[config.mk]
export PLATFORM = sky130hd
export DESIGN_NAME = tone_gen
export DESIGN_NICKNAME = d
export VERILOG_FILES = /design/src/rtl/tone_pkg.sv /design/src/rtl/tone_div.sv /design/src/rtl/tone_gen.sv
export SDC_FILE = /design/constraint.sdc
export NUM_CORES = 1
export LEC_CHECK = 0
export ABC_AREA = 1
export BUFFER_PORTS_ARGS = -buffer_cell sky130_fd_sc_hd__buf_2
export CELL_PAD_IN_SITES_DETAIL_PLACEMENT = 0
export CELL_PAD_IN_SITES_GLOBAL_PLACEMENT = 1
export CORE_MARGIN = 5
export CORE_UTILIZATION = 41
export DETAILED_ROUTE_END_ITERATION = 12
export HOLD_SLACK_MARGIN = 0.03
export PLACE_DENSITY = 0.73
export SYNTH_ARGS = -nofsm -noshare
export SYNTH_HDL_FRONTEND = slang
export SYNTH_SLANG_ARGS = --single-unit
[constraint.sdc]
create_clock -name clk -period 2.85 [get_ports clk]
set_input_delay 0.4275 -clock clk [delete_from_list [all_inputs] [get_ports clk]]
set_output_delay 0.4275 -clock clk [all_outputs]
set_load 0.02 [all_outputs]
[src/rtl/tone_pkg.sv]
`default_nettype none
// ============================================================================
// Module      : tone_pkg
// Description : Shared types and constants for the tone generator: the
//               controller state encoding, default timing/phase constants,
//               and the constant function that builds quarter-wave sine
//               table entries at elaboration time.
// Revision    : 1.0 - initial release
// ============================================================================
package tone_pkg;

    localparam int c_bit_width_default = 16;
    localparam int c_fs_default        = 48000;
    localparam int c_clk_div_default   = 500;
    localparam int c_phase_w_default   = 24;
    localparam int c_lut_bits_default  = 8;

    localparam real c_half_pi = 1.5707963267948966;

    // IDLE: silent, CALC: serial divide in progress, RUN: tone playing
    typedef enum logic [1:0] {
        IDLE = 2'd0,
        CALC = 2'd1,
        RUN  = 2'd2
    } state_t;

    // Quarter-wave entry i = round(amp * sin(pi/2 * (i + 0.5) / 2^lut_bits)).
    // Sine is evaluated with a Taylor series; over [0, pi/2] the series
    // truncation error is far below the rounding step, so every entry
    // matches the exact rounded value.  Only used in constant context.
    function automatic int lut_entry(input int idx, input int bit_width,
                                     input int lut_bits);
        real x;
        real term;
        real sum;
        real amp;
        x    = c_half_pi * (real'(idx) + 0.5) / real'(2 ** lut_bits);
        term = x;
        sum  = x;
        for (int k = 1; k < 12; k++) begin
            term = -term * x * x / real'((2 * k) * (2 * k + 1));
            sum  = sum + term;
        end
        amp = real'((2 ** (bit_width - 1)) - 1);
        return $rtoi(amp * sum + 0.5);
    endfunction

endpackage : tone_pkg
`default_nettype wire

[src/rtl/tone_div.sv]
`default_nettype none
// ============================================================================
// Module      : tone_div
// Description : Serial restoring divider by a constant divisor.  One quotient
//               bit is produced per clock, MSB first; a divide takes exactly
//               DVD_W cycles after the start cycle.
//   clk      : clock, rising edge
//   reset    : asynchronous active-low reset, aborts any divide
//   start    : load dividend and begin a divide (one cycle)
//   dividend : DVD_W-bit unsigned dividend, sampled when start is high
//   done     : high during the final iteration cycle of a divide
//   quotient : low QUO_W bits of the finished quotient, valid while done
// Revision    : 1.0 - initial release
// ============================================================================
module tone_div #(
    parameter int DVD_W   = 41,
    parameter int DIVISOR = 48000,
    parameter int QUO_W   = 24
) (
    input  logic             clk,
    input  logic             reset,
    input  logic             start,
    input  logic [DVD_W-1:0] dividend,
    output logic             done,
    output logic [QUO_W-1:0] quotient
);

    localparam int c_rem_w = $clog2(DIVISOR) + 1;
    localparam int c_cnt_w = $clog2(DVD_W + 1);
    localparam logic [c_rem_w-1:0] c_divisor = c_rem_w'(DIVISOR);
    localparam logic [c_cnt_w-1:0] c_steps   = c_cnt_w'(DVD_W);

    // Remainder is always below the divisor, so one bit less than the trial
    // value is enough to hold it.
    logic [c_rem_w-2:0] r_rem;
    logic [DVD_W-1:0]   r_dvd;   // dividend bits shift out, quotient bits shift in
    logic [c_cnt_w-1:0] r_cnt;

    logic [c_rem_w-1:0] w_trial;
    logic               w_qbit;
    logic [c_rem_w-2:0] w_rem_next;
    logic [DVD_W-1:0]   w_dvd_next;

    always_comb begin
        w_trial    = {r_rem, r_dvd[DVD_W-1]};
        w_qbit     = (w_trial >= c_divisor);
        w_rem_next = w_qbit ? (c_rem_w-1)'(w_trial - c_divisor)
                            : w_trial[c_rem_w-2:0];
        w_dvd_next = {r_dvd[DVD_W-2:0], w_qbit};
    end

    always_ff @(posedge clk or negedge reset) begin
        if (!reset) begin
            r_rem <= '0;
            r_dvd <= '0;
            r_cnt <= '0;
        end else if (start) begin
            r_rem <= '0;
            r_dvd <= dividend;
            r_cnt <= c_steps;
        end else if (r_cnt != '0) begin
            r_rem <= w_rem_next;
            r_dvd <= w_dvd_next;
            r_cnt <= r_cnt - 1'b1;
        end
    end

    // Final quotient is presented during the last iteration so the caller
    // can load it on the same edge that retires the divide.
    assign done     = (r_cnt == c_cnt_w'(1));
    assign quotient = w_dvd_next[QUO_W-1:0];

endmodule : tone_div
`default_nettype wire

[src/rtl/tone_gen.sv]
`default_nettype none
// ============================================================================
// Module      : tone_gen
// Description : Direct digital synthesis sine tone generator.  A requested
//               frequency is converted to a phase increment by a serial
//               divider; a phase accumulator advances once per sample tick
//               and drives a quarter-wave sine ROM.
//   clk          : clock, rising edge (FS * CLK_DIV Hz)
//   reset        : asynchronous active-low reset
//   freq_valid   : tone request present on freq
//   freq         : requested tone in Hz, unsigned, BIT_WIDTH+1 bits
//   freq_ready   : request can be accepted this cycle (low while computing)
//   sample       : two's-complement sine sample, held between strobes
//   sample_valid : one-cycle strobe, two cycles after each sample tick
//   freq_err     : one-cycle strobe after an out-of-range request
// Revision    : 1.0 - initial release
// ============================================================================
module tone_gen
    import tone_pkg::*;
#(
    parameter int BIT_WIDTH = c_bit_width_default,
    parameter int FS        = c_fs_default,
    parameter int CLK_DIV   = c_clk_div_default,
    parameter int PHASE_W   = c_phase_w_default,
    parameter int LUT_BITS  = c_lut_bits_default
) (
    input  logic                        clk,
    input  logic                        reset,
    input  logic                        freq_valid,
    input  logic [BIT_WIDTH:0]          freq,
    output logic                        freq_ready,
    output logic signed [BIT_WIDTH-1:0] sample,
    output logic                        sample_valid,
    output logic                        freq_err
);

    localparam int c_dvd_w     = BIT_WIDTH + 1 + PHASE_W;
    localparam int c_lut_depth = 2 ** LUT_BITS;
    localparam int c_tick_w    = $clog2(CLK_DIV);
    localparam logic [c_tick_w-1:0]  c_tick_last = c_tick_w'(CLK_DIV - 1);
    localparam logic [BIT_WIDTH:0]   c_half_fs   = (BIT_WIDTH + 1)'(FS / 2);

    state_t                r_state;
    state_t                w_state_next;
    logic                  w_ready;

    logic [c_tick_w-1:0]   r_tick_cnt;
    logic                  w_tick;
    logic [PHASE_W-1:0]    r_phase;
    logic [PHASE_W-1:0]    r_inc;
    logic                  r_active;     // phase advances on ticks (RUN, or CALC retuning from RUN)
    logic [PHASE_W-1:0]    w_phase_upd;
    logic [1:0]            w_quad;
    logic [LUT_BITS-1:0]   w_idx;

    logic                  w_accept;
    logic                  w_acc_zero;
    logic                  w_acc_err;
    logic                  w_acc_calc;
    logic                  w_div_done;
    logic                  w_calc_done;
    logic [PHASE_W-1:0]    w_quotient;

    logic [BIT_WIDTH-2:0]  w_rom [c_lut_depth];
    logic [BIT_WIDTH-2:0]  r_lut;
    logic                  r_neg;
    logic                  r_mute;
    logic                  r_tick_d;
    logic [BIT_WIDTH-1:0]  w_mag;
    logic [BIT_WIDTH-1:0]  r_sample;
    logic                  r_sample_valid;
    logic                  r_freq_err;

    // ------------------------------------------------------------------
    // Quarter-wave sine table, built from constants at elaboration
    // ------------------------------------------------------------------
    for (genvar gi = 0; gi < c_lut_depth; gi++) begin : g_rom
        localparam int c_val = lut_entry(gi, BIT_WIDTH, LUT_BITS);
        assign w_rom[gi] = (BIT_WIDTH-1)'(c_val);
    end

    // ------------------------------------------------------------------
    // Request decode
    // ------------------------------------------------------------------
    always_comb begin
        w_accept   = freq_valid && w_ready;
        w_acc_zero = w_accept && (freq == '0);
        w_acc_err  = w_accept && (freq >= c_half_fs);
        w_acc_calc = w_accept && !w_acc_zero && !w_acc_err;
    end

    tone_div #(
        .DVD_W   (c_dvd_w),
        .DIVISOR (FS),
        .QUO_W   (PHASE_W)
    ) u_div (
        .clk      (clk),
        .reset    (reset),
        .start    (w_acc_calc),
        .dividend ({freq, {PHASE_W{1'b0}}}),
        .done     (w_div_done),
        .quotient (w_quotient)
    );

    // ------------------------------------------------------------------
    // Controller
    // ------------------------------------------------------------------
    always_ff @(posedge clk or negedge reset) begin
        if (!reset) r_state <= IDLE;
        else        r_state <= w_state_next;
    end

    always_comb begin
        w_state_next = r_state;
        w_ready      = 1'b1;
        case (r_state)
            IDLE, RUN: begin
                if (w_acc_zero)      w_state_next = IDLE;
                else if (w_acc_calc) w_state_next = CALC;
            end
            CALC: begin
                w_ready = 1'b0;
                if (w_div_done) w_state_next = RUN;
            end
            default: w_state_next = IDLE;
        endcase
    end

    assign w_calc_done = (r_state == CALC) && w_div_done;
    assign freq_ready  = w_ready;

    // ------------------------------------------------------------------
    // Tick counter, phase accumulator and sample pipeline
    // ------------------------------------------------------------------
    assign w_tick      = (r_tick_cnt == c_tick_last);
    assign w_phase_upd = r_phase + r_inc;
    assign w_quad      = w_phase_upd[PHASE_W-1 -: 2];
    assign w_idx       = w_phase_upd[PHASE_W-3 -: LUT_BITS];
    assign w_mag       = {1'b0, r_lut};

    always_ff @(posedge clk or negedge reset) begin
        if (!reset) begin
            r_tick_cnt     <= '0;
            r_phase        <= '0;
            r_inc          <= '0;
            r_active       <= 1'b0;
            r_lut          <= '0;
            r_neg          <= 1'b0;
            r_mute         <= 1'b1;
            r_tick_d       <= 1'b0;
            r_sample       <= '0;
            r_sample_valid <= 1'b0;
            r_freq_err     <= 1'b0;
        end else begin
            r_tick_cnt <= w_tick ? '0 : r_tick_cnt + 1'b1;
            r_freq_err <= w_acc_err;

            // A tick that coincides with CALC completion still uses the
            // old increment; the new one takes effect from the next tick.
            if (w_acc_zero) begin
                r_inc    <= '0;
                r_active <= 1'b0;
            end else if (w_calc_done) begin
                r_inc    <= w_quotient;
                r_active <= 1'b1;
            end

            // Starting from silence begins at phase 0; retuning keeps phase.
            if (w_acc_zero)
                r_phase <= '0;
            else if (w_tick && r_active)
                r_phase <= w_phase_upd;
            else if (w_calc_done && !r_active)
                r_phase <= '0;

            // Stage 1: registered ROM read addressed by the updated phase.
            // Odd quadrants read the table backwards.
            r_tick_d <= w_tick;
            if (w_tick) begin
                r_lut  <= w_rom[w_quad[0] ? ~w_idx : w_idx];
                r_neg  <= w_quad[1];
                r_mute <= !r_active || w_acc_zero;
            end

            // Stage 2: apply sign (lower half-wave) or silence.
            r_sample_valid <= r_tick_d;
            if (r_tick_d) begin
                if (r_mute)     r_sample <= '0;
                else if (r_neg) r_sample <= -w_mag;
                else            r_sample <= w_mag;
            end
        end
    end

    assign sample       = r_sample;
    assign sample_valid = r_sample_valid;
    assign freq_err     = r_freq_err;

endmodule : tone_gen
`default_nettype wire

==> run metrics <==
post-route ant nets=0; Critical Path RT=3.23 ns; final worst slack=-0.488 ns; cell area after synthesis=0.0124 mm2; die area=0.0339 mm2; failing checks=setup timing; Post-layout nets=2392; Port Buf Inserts=38; Tightest Pin Transition=0.618 ns; gpl congestion=1.02; min Tclk post-route=3.34 ns; critical setup path kind=reg2reg; Compound-Gate Fraction of Synth Area=12.4%; core box area=0.0298 mm2; Synth Area in XOR/XNOR=1.55%; Vias=15186; sequential-to-total area share from yosys stat=32.0%; GRT Residual Overflow=0; Netlist cell types=50; status=complete, but fails checks; Peak Freq=300 MHz; Syn-to-layout area delta=52.5%; largest net degree at the start of global routing=66; clk_skew=0.00671 ns; largest family of logic cells by synthesized area=simple AND/OR/NAND/NOR gates; Slew Viols, Final=0; post-synthesis mux area share=0%; Ports=39; vias in the first global route=14804; layout cells sized above 1=38.0%; Rel. slew slack=58.8%; asr flop ratio synth=100%; Synth Warn #=0; CP Max Fanout=6; first-pass GRT wire length=84.0 mm; Worst Hold Class=in2reg; startpoint types=flip-flop; Pre-antenna DRT Iters=6; initial core utilization=41.7%; post-route clock period utilization=117%; post-synthesis adder-cell area fraction=4.59%; CTS buffer count=17; clock slew at reported path FFs=0.07 ns; WP data arrival=3.72 ns; gr usage total=31.8%; H-tree Lvls=4; clk sinks=159; fillers=2715; routed length per instance=19.9 um; Place WS=-0.793 ns; # DRC=0; Top FF cell, synth=dfrtp_1; simple-gate share of the synthesized area=38.6%; clk_lat worst skew=0.44 ns; antenna violations before repair=1; CTS tree=yes; Routed Wire Length=54.2 mm; multi-input logic area=0.00910 mm2; Die Ht=184 um; CTS Buffer Depth=2; Rows=63; Die X=184 um; RSZ-0062 raised after global routing=yes; maxcap violations=0; Final Hold Fails=0; hpwl dp=39.8 mm; Final setup viols=15; number of flops mapped to enable cells by yosys=0; CTS root buf=clkbuf_16; post-synthesis area per instance=6.42 um2; Net Count, Synth=2002; antenna cell count=0; Setup crit end kind=flip-flop; Synth Register Bits=159; Via density=5.56; Post-Syn Instances=1937; Iter 0 DRT Violations=1378; area occupied by registers=0.00398 mm2
[per-stage QoR]
step / cell area, um2 / std cells / hold slack [ns] / setup TNS (ns) / util [%]
global route: 19000 / 2730 / 0.226 / -7.80 / 63.7
global placement: 15800 / 2626 / 0.447 / -8.14 / 53.2
floorplan: 12900 / 1937 / 0.132 / -0.221 / -
detailed placement: 15800 / 2626 / 0.459 / -8.59 / 53.2
CTS: 18000 / 2697 / 0.202 / -4.17 / 60.3
finish: 19000 / 2730 / 0.229 / -5.69 / 63.7
[registers in the layout, summed over array words and instances (netlist names)]
register / count
r_mute: 1
u_div.r_cnt: 6
u_div.r_dvd: 41
r_tick_cnt: 9
r_lut: 15
r_inc: 24
r_phase: 24
sample: 16
sample_valid: 1
r_state: 2
r_active: 1
u_div.r_rem: 16
r_tick_d: 1
freq_err: 1
r_neg: 1
[kinds of logic (layout without fill, tap and decap cells)]
kind of cell	Yosys count	count (layout)
compound gates	273	273
fa+ha+maj	45	45
buf+inv	323	723
simple gates	1115	1118
flops	159	159
xor+xnor	22	22
[area by class of cell]
| cell class | instances | share of cell area, % |
|---|---|---|
| Inverter | 241 | 4.96 |
| Multi-Input combinational cell | 1458 | 48.0 |
| Clock inverter | 13 | 0.732 |
| Clock buffer | 19 | 2.34 |
| Sequential cell | 159 | 21.0 |
| Timing Repair Buffer | 450 | 20.4 |
| Tap cell | 390 | 2.57 |
[what timing repair did]
item / 4_1_cts / 5_1_grt
hold buffers: 1 / 0
buffers inserted: 34 / 33
endpoints found under the setup margin: 15 / 18
hold endpoints to repair: 61 / 0
gates resized for setup: 302 / 213
pin swaps: 71 / 91
gates cloned: 5 / 1
[critical path: stages, from the launching register on]
cell	delay (ns)
dfrtp_1	0.35
ha_2	0.19
inv_2	0.04
fa_2	0.41
inv_4	0.09
nand2_2	0.07
nand3_4	0.09
nand2_4	0.09
nand3_4	0.12
nand2_4	0.08
nand2_4	0.10
buf_8	0.15
nand2_8	0.10
nand2_8	0.14
buf_4	0.15
nand2_4	0.09
buf_4	0.15
nand2_1	0.06
nand2_1	0.07
nand2_1	0.06
nand2_1	0.05
nand2_1	0.07
nand2_2	0.08
nor2_2	0.13
nand2_2	0.09
nand2_4	0.11
nand2_2	0.05
nand2_1	0.06
[worst paths after layout]
check	startpoint	endpoint	slack (ns)	cells after the start
worst min register to register	r_tick_cnt[0]	r_tick_cnt[0]	0.47	1
worst max register to register	r_inc[0]	r_lut[7]	-0.49	27
max in group asynchronous	reset	u_div.r_dvd[27]	1.47	3
worst min-delay path	freq[4]	u_div.r_dvd[28]	0.23	3
worst max-delay path	r_inc[0]	r_lut[7]	-0.49	27
min in group asynchronous	reset	r_inc[9]	0.55	2
[per-layer routing]
layer,part of all wire [%],GRT usage (%)
met3,9.3,8.96
met4,4.1,12.1
met2,43,47.5
met5,0.022,0
met1,44,43.8
[cells in the mapped netlist, types with 2 or more instances]
cell type / n / area share (%)
xor2_1: 17 / 1.2
nand2_1: 624 / 19
xnor2_1: 5 / 0.35
inv_2: 6 / 0.18
buf_4: 13 / 0.78
dfrtp_1: 158 / 32
or2_2: 3 / 0.15
nand2_4: 5 / 0.45
o21ai_0: 97 / 3.9
clkinv_1: 3 / 0.091
buf_2: 27 / 1.1
nand3_1: 264 / 11
nand4_1: 26 / 1.3
nor2_2: 7 / 0.35
clkbuf_1: 34 / 1.0
a31oi_1: 2 / 0.10
o211ai_1: 4 / 0.24
inv_1: 232 / 7.0
o221ai_1: 11 / 0.77
nor3_1: 27 / 1.1
nor2_1: 120 / 3.6
nand4_2: 2 / 0.20
o21bai_1: 4 / 0.24
a21oi_2: 3 / 0.21
nand3_2: 3 / 0.24
a21oi_1: 70 / 2.8
o32ai_1: 2 / 0.14
o22ai_1: 51 / 2.6
ha_1: 44 / 4.4
a22oi_1: 3 / 0.18
nand2_2: 22 / 1.1
nor4_1: 6 / 0.30
buf_6: 7 / 0.63
o21ai_1: 19 / 0.76
[cells in the final DEF (no fill, tap or decap), drive strengths merged, types with 2 or more instances in the layout]
| cell type | n |
|---|---|
| a21oi | 73 |
| a22oi | 3 |
| a31oi | 2 |
| and2 | 2 |
| buf | 448 |
| bufinv | 2 |
| clkbuf | 20 |
| clkinv | 7 |
| clkinvlp | 6 |
| dfrtp | 158 |
| ha | 44 |
| inv | 239 |
| nand2 | 653 |
| nand3 | 268 |
| nand4 | 28 |
| nor2 | 127 |
| nor3 | 27 |
| nor4 | 6 |
| o211ai | 4 |
| o21ai | 116 |
| o21bai | 4 |
| o221ai | 11 |
| o22ai | 51 |
| o32ai | 2 |
| or2 | 5 |
| xnor2 | 5 |
| xor2 | 17 |
Power is not shown: default switching activity piles up to over one toggle a cycle in this logic, so the estimate is an artifact.
